<file path="config.mk">
export PLATFORM = sky130hd
export DESIGN_NAME = dma_scheduler
export DESIGN_NICKNAME = d
export VERILOG_FILES = /design/src/rtl/dma_scheduler.sv
export SDC_FILE = /design/constraint.sdc
export NUM_CORES = 1
export LEC_CHECK = 0
export ABC_AREA = 1
export BUFFER_PORTS_ARGS = -buffer_cell sky130_fd_sc_hd__clkbuf_2
export CAP_MARGIN = 20
export CORE_MARGIN = 5
export CORE_UTILIZATION = 42
export CTS_BUF_LIST = sky130_fd_sc_hd__clkbuf_2 sky130_fd_sc_hd__clkbuf_4 sky130_fd_sc_hd__clkbuf_8
export DETAILED_ROUTE_END_ITERATION = 7
export PLACE_DENSITY = 0.88
export SYNTH_ARGS = -nofsm -noshare
export SYNTH_HDL_FRONTEND = slang
export SYNTH_SLANG_ARGS = --single-unit
</file>
<file path="constraint.sdc">
create_clock -name clk -period 2.1 [get_ports clk]
set_input_delay 0.21 -clock clk [delete_from_list [all_inputs] [get_ports clk]]
set_output_delay 0.21 -clock clk [all_outputs]
set_load 0.02 [all_outputs]
</file>
<file path="src/rtl/dma_scheduler.sv">
// Shares the data-memory write port between the CPU and CLIENT_NUM DMA clients, serving each client once per frame.
// Optional overrun reporting is enabled by defining DMA_SCHEDULER_OVERRUN_EN.
`ifndef DATA_ADDR_WIDTH
`define DATA_ADDR_WIDTH 12
`endif

module dma_scheduler #(
  parameter int CLIENT_NUM    = 2,
  parameter int ADDR_WIDTH    = `DATA_ADDR_WIDTH,
  parameter int TIMEOUT       = 64,
  parameter int TIMEOUT_WIDTH = 7
) (
  input  logic                           clk,
  input  logic                           reset,
  input  logic                           frame_start,
  input  logic                           cpu_we,
  input  logic [ADDR_WIDTH-1:0]          cpu_addr,
  input  logic [15:0]                    cpu_dout,
  output logic                           cpu_stall,
  output logic [CLIENT_NUM-1:0]          dma_copy_start,
  input  logic [CLIENT_NUM-1:0]          dma_we,
  input  logic [CLIENT_NUM*ADDR_WIDTH-1:0] dma_addr,
  input  logic [CLIENT_NUM*16-1:0]       dma_dout,
  output logic                           mem_we,
  output logic [ADDR_WIDTH-1:0]          mem_addr,
  output logic [15:0]                    mem_din,
  output logic                           busy
`ifdef DMA_SCHEDULER_OVERRUN_EN
  ,
  input  logic                           overrun_clear,
  output logic                           overrun,
  output logic [7:0]                     overrun_count
`endif
);

  localparam int IDX_W = (CLIENT_NUM > 1) ? $clog2(CLIENT_NUM) : 1;
  localparam logic [IDX_W-1:0] LAST_IDX = IDX_W'(CLIENT_NUM - 1);
  localparam logic [TIMEOUT_WIDTH-1:0] TIMER_LAST = TIMEOUT_WIDTH'(TIMEOUT - 1);

  typedef enum logic [1:0] {IDLE, START, RUN, ADVANCE} state_t;

  state_t                   state;
  logic [IDX_W-1:0]         idx;
  logic                     seen_we;
  logic [TIMEOUT_WIDTH-1:0] timer;

  logic                     sel_we;
  logic [ADDR_WIDTH-1:0]    sel_addr;
  logic [15:0]              sel_dout;

  always_comb begin
    sel_we   = 1'b0;
    sel_addr = '0;
    sel_dout = '0;
    for (int k = 0; k < CLIENT_NUM; k++) begin
      if (idx == IDX_W'(k)) begin
        sel_we   = dma_we[k];
        sel_addr = dma_addr[k*ADDR_WIDTH +: ADDR_WIDTH];
        sel_dout = dma_dout[k*16 +: 16];
      end
    end
  end

  always_comb begin
    mem_we   = 1'b0;
    mem_addr = sel_addr;
    mem_din  = sel_dout;
    case (state)
      IDLE: begin
        mem_we   = cpu_we;
        mem_addr = cpu_addr;
        mem_din  = cpu_dout;
      end
      RUN:     mem_we = sel_we;
      default: mem_we = 1'b0;
    endcase
  end

  always_comb begin
    dma_copy_start = '0;
    if (state == START) begin
      for (int k = 0; k < CLIENT_NUM; k++) begin
        dma_copy_start[k] = (idx == IDX_W'(k));
      end
    end
  end

  // Stall is decoded straight from the state register so reset releases the CPU without waiting for a clock.
  assign busy      = (state != IDLE);
  assign cpu_stall = busy;

  always_ff @(posedge clk or negedge reset) begin
    if (!reset) begin
      state   <= IDLE;
      idx     <= '0;
      seen_we <= 1'b0;
      timer   <= '0;
    end else begin
      case (state)
        IDLE: begin
          if (frame_start) begin
            state <= START;
            idx   <= '0;
          end
        end
        START: begin
          seen_we <= 1'b0;
          timer   <= '0;
          state   <= RUN;
        end
        RUN: begin
          if (sel_we) seen_we <= 1'b1;
          // The cycle where a burst drops carries no write, so it doubles as the dead cycle before the next client.
          if (seen_we && !sel_we) begin
            if (idx == LAST_IDX) begin
              state <= IDLE;
              idx   <= '0;
            end else begin
              idx   <= idx + IDX_W'(1);
              state <= START;
            end
          end else if (!seen_we && (timer == TIMER_LAST)) begin
            state <= ADVANCE;
          end else begin
            timer <= timer + TIMEOUT_WIDTH'(1);
          end
        end
        ADVANCE: begin
          if (idx == LAST_IDX) begin
            state <= IDLE;
            idx   <= '0;
          end else begin
            idx   <= idx + IDX_W'(1);
            state <= START;
          end
        end
        default: state <= IDLE;
      endcase
    end
  end

`ifdef DMA_SCHEDULER_OVERRUN_EN
  always_ff @(posedge clk or negedge reset) begin
    if (!reset) begin
      overrun       <= 1'b0;
      overrun_count <= 8'd0;
    end else if (overrun_clear) begin
      overrun       <= 1'b0;
      overrun_count <= 8'd0;
    end else if (frame_start && (state != IDLE)) begin
      overrun <= 1'b1;
      if (overrun_count != 8'hFF) overrun_count <= overrun_count + 8'd1;
    end
  end
`endif

endmodule

</file>
==> qor.csv <==
stage;metric;value;unit
clock_network;clk_pin_slew;0.07;ns
synthesis;yosysTopAreaCell;a21oi_1;
timing;tns;0;ns
finish;post-route-util;62.8;%
power;p_per_area;1380;nW/µm²
worst_setup_path;worstSetupPathType;flop to output pin;
synthesis;yosys.area_share.simple;42.2;%
timing;max_slew_margin;68.0;%
synthesis;synth_compound_area_share;22.6;%
finish;nFillCells;322;
timing;rsz0062_at_grt;false;
timing;fin_ws;0.129;ns
drt;top_layer;met4;
placed_design;place_ws;0.372;ns
placed_design;dp_hpwl;4.10;mm
drt;drt-total-wl;4.94;mm
clock_network;htreeDepth;1;
power;clkPwrFrac;5.4;%
grt;grt_pass1_vias;1587;
drt;wl_met1;1.97;mm
power;ir_drop;0.525;mV
drt;remaining_drc_errors;0;
drt;vias;1939;
finish;syn_to_final_growth;47.5;%
timing;skew;0.000888;ns
synthesis;synth_area_per_cell;5.85;µm²
power;p_int;1.15;mW
timing;worst_pin_slew;0.479;ns
synthesis;synthMuxAreaShare;0;%
worst_setup_path;end_kind;output pin;
worst_setup_path;crit_path_start_kind;flop;
worst_setup_path;slowest_delay;0.40;ns
timing;slew_violations;0;
clock_network;cts_setup_buffers;0;
synthesis;synthXorXnorAreaFrac;0;%
floorplan;pin_count;123;
grt;antenna_found_initial;0;
grt;grt_use_total;18.8;%
grt;grt_pass1_wl;6.80;mm
synthesis;yosysSeqAreaShare;19.7;%
drt;firstDrtPassIters;4;
worst_setup_path;startpoint;state[0];
floorplan;floorplan.rows;21;
synthesis;yosysUniqueCellTypes;25;
clock_network;clock_path_buffers;2;
worst_setup_path;slowest_stage;dfrtp_1;
power;p_switching;1.70;mW
status;status;completed;
synthesis;syn_inst;239;
synthesis;synth_warnings;0;
timing;timing.fmax;0.507;GHz
timing;hold_viol_final;0;
finish;final_cells;400;
synthesis;synth_nets;335;
finish;drive_above_1_share;39.8;%
placed_design;routabilityCongestion;0.823;
timing;setup_violations;0;
synthesis;synth_top_family_by_area;simple AND/OR/NAND/NOR gates;
power;swShare;59.8;%
drt;antenna_left;0;
power;power.total;2.85;mW
clock_network;ctsRootBufferMaster;clkbuf_4;
timing;period_needed;1.97;ns
synthesis;ys_ff_latch;11;
floorplan;die_x;67.7;µm
drt;met3_length;486;µm
floorplan;initial_core_util;42.6;%
drt;initialDrtViolationCount;62;
finish;final_nets;451;
placed_design;post-place-cells;395;
floorplan;chipHeight;67.7;µm
power;combPwrFrac;83.5;%
min_path;min_path_type;primary input to flop;
floorplan;core_area;3280;µm²
floorplan;die-area;4580;µm²
clock_network;numCtsBuffers;3;
clock_network;cts.sinks;11;
worst_setup_path;critical_path_required;1.89;ns
worst_setup_path;crit_chain;inv_1 -> ha_1 -> inv_4 -> buf_12 -> nor2_1 -> a21oi_1 -> clkbuf_2;
synthesis;synth_area;1400;µm²
drt;wl_per_cell;12.4;µm
timing;period_share;93.8;%
min_path;hold_path.startpoint;frame_start;
synthesis;synthTopCellsByArea;a21oi_1 (21%), dfrtp_1 (20%), nand2_1 (17%);
grt;grt_max_degree;31;
clock_network;clk-insertion-delay-late;0.27;ns
drt;vias_per_cell;4.85;
worst_setup_path;crit_path_max_fanout;17;
worst_setup_path;r2r-start;state[0];
finish;antenna_cells;0;
power;p_leak;1.24;nW
synthesis;yosysTopAreaCellShare;20.8;%
drt;wl_met2;2.42;mm
flow_run;maxCapViolCount;0;
worst_setup_path;arrival;1.76;ns
placed_design;portBuffers;122;
clock_network;tritoncts;built;
synthesis;synthAdderAreaFrac;5.37;%
power;seq_power_share;11.0;%
grt;grt.overflow.total;0;
power by group through the flow:
stage          Sequential (mW)  Clock, mW  Combinational [mW]
2_1_floorplan            0.295          0                1.73
3_3_place_gp             0.314          0                2.34
3_5_place_dp             0.318          0                2.36
4_1_cts                  0.313      0.160                2.37
5_1_grt                  0.322      0.170                2.61
6_report                 0.315      0.155                2.38
worst max-delay path: cells and delay by family, from the launching register on:
kind / cells / cell delay, ns
AO/OA/AOI/OAI: 1 / 0.15
adder cells (fa/ha/maj): 1 / 0.26
AND/OR/NAND/NOR: 1 / 0.04
flip-flops: 1 / 0.40
buffers and inverters: 4 / 0.63
sequential cells by signal (all words and copies together) (netlist names):
name and cells:
seen_we 1, idx 1, state 2, timer 7
logic make-up after synthesis:
family	after synthesis
AND/OR/NAND/NOR	130
AO/OA/AOI/OAI	62
buffers and inverters	30
flip-flops	11
adder cells (fa/ha/maj)	6
through the flow:
stage,area [µm²],hold slack [ns]
floorplan,1400,-0.0856
detailed placement,2020,0.101
global placement,2020,0.0968
finish,2060,0.330
CTS,2060,0.325
global route,2060,0.355
Yosys cell counts:
cell type / n
nand4_1: 1
a21oi_1: 58
nand2_4: 1
o21ai_0: 1
nand3_4: 3
buf_1: 1
nor2_4: 1
nand2_1: 63
nand3_2: 1
nand3_1: 16
inv_1: 13
buf_4: 3
nor3b_1: 2
nor2_1: 38
buf_6: 1
nand2_2: 3
buf_2: 8
o21ai_1: 1
dfrtp_1: 11
clkbuf_1: 2
a22o_1: 1
or2_2: 1
o21bai_1: 1
inv_2: 2
ha_1: 6
final cells by class:
cell class / count / area, µm² / share of cell area (%)
multi-input combinational: 198 / 982 / 47.6
timing repair buffer: 126 / 659 / 32.0
sequential: 11 / 275 / 13.3
inverter: 15 / 58.8 / 2.85
tap: 46 / 57.6 / 2.79
clock buffer: 4 / 30.0 / 1.46
final timing paths:
path | endpoint | slack (ns) | depth (start not counted)
worst max-delay path | mem_addr[8] | 0.13 | 7
worst min-delay path | state[1] | 0.33 | 4
worst max register to register | idx | 0.44 | 7
worst min register to register | state[0] | 0.55 | 2
max in group asynchronous | state[1] | 1.54 | 2
min in group asynchronous | timer[2] | 0.34 | 2
routing by layer:
layer | up-vias | GRT usage, %
li1 | 1008 | -
met1 | 840 | 23.4
met2 | 85 | 32.6
met3 | 6 | 2.83
met4 | 0 | 6.84
met5 | - | 0
what timing repair did:
action / 4_1_cts / 5_1_grt
resized for setup: 0 / 2
endpoints found under the hold margin: 11 / 0
hold buffers: 1 / 0
endpoints found under the setup margin: 0 / 1
layout by cell type (no fill, tap or decap):
| cell type | Yosys | final |
|---|---|---|
| or2_2 | 1 | 1 |
| inv_2 | 2 | 1 |
| dfrtp_1 | 11 | 11 |
| nor2_1 | 38 | 38 |
| buf_12 | 0 | 1 |
| dlygate4sd3_1 | 0 | 1 |
| nand3_2 | 1 | 1 |
| a22o_1 | 1 | 1 |
| nor2_4 | 1 | 1 |
| nand2_4 | 1 | 1 |
| clkbuf_2 | 0 | 122 |
| a21oi_1 | 58 | 58 |
| nand2_1 | 63 | 63 |
| buf_4 | 3 | 1 |
| nand2_2 | 3 | 3 |
| inv_4 | 0 | 1 |
| inv_1 | 13 | 13 |
| o21ai_1 | 1 | 1 |
| ha_1 | 6 | 6 |
| nand3_4 | 3 | 3 |
| nor3b_1 | 2 | 2 |
| o21bai_1 | 1 | 1 |
| nand4_1 | 1 | 1 |
| buf_6 | 1 | 1 |
| o21ai_0 | 1 | 1 |
| clkbuf_4 | 0 | 4 |
| nand3_1 | 16 | 16 |
Note: power is estimated with default switching activity, not from simulation.
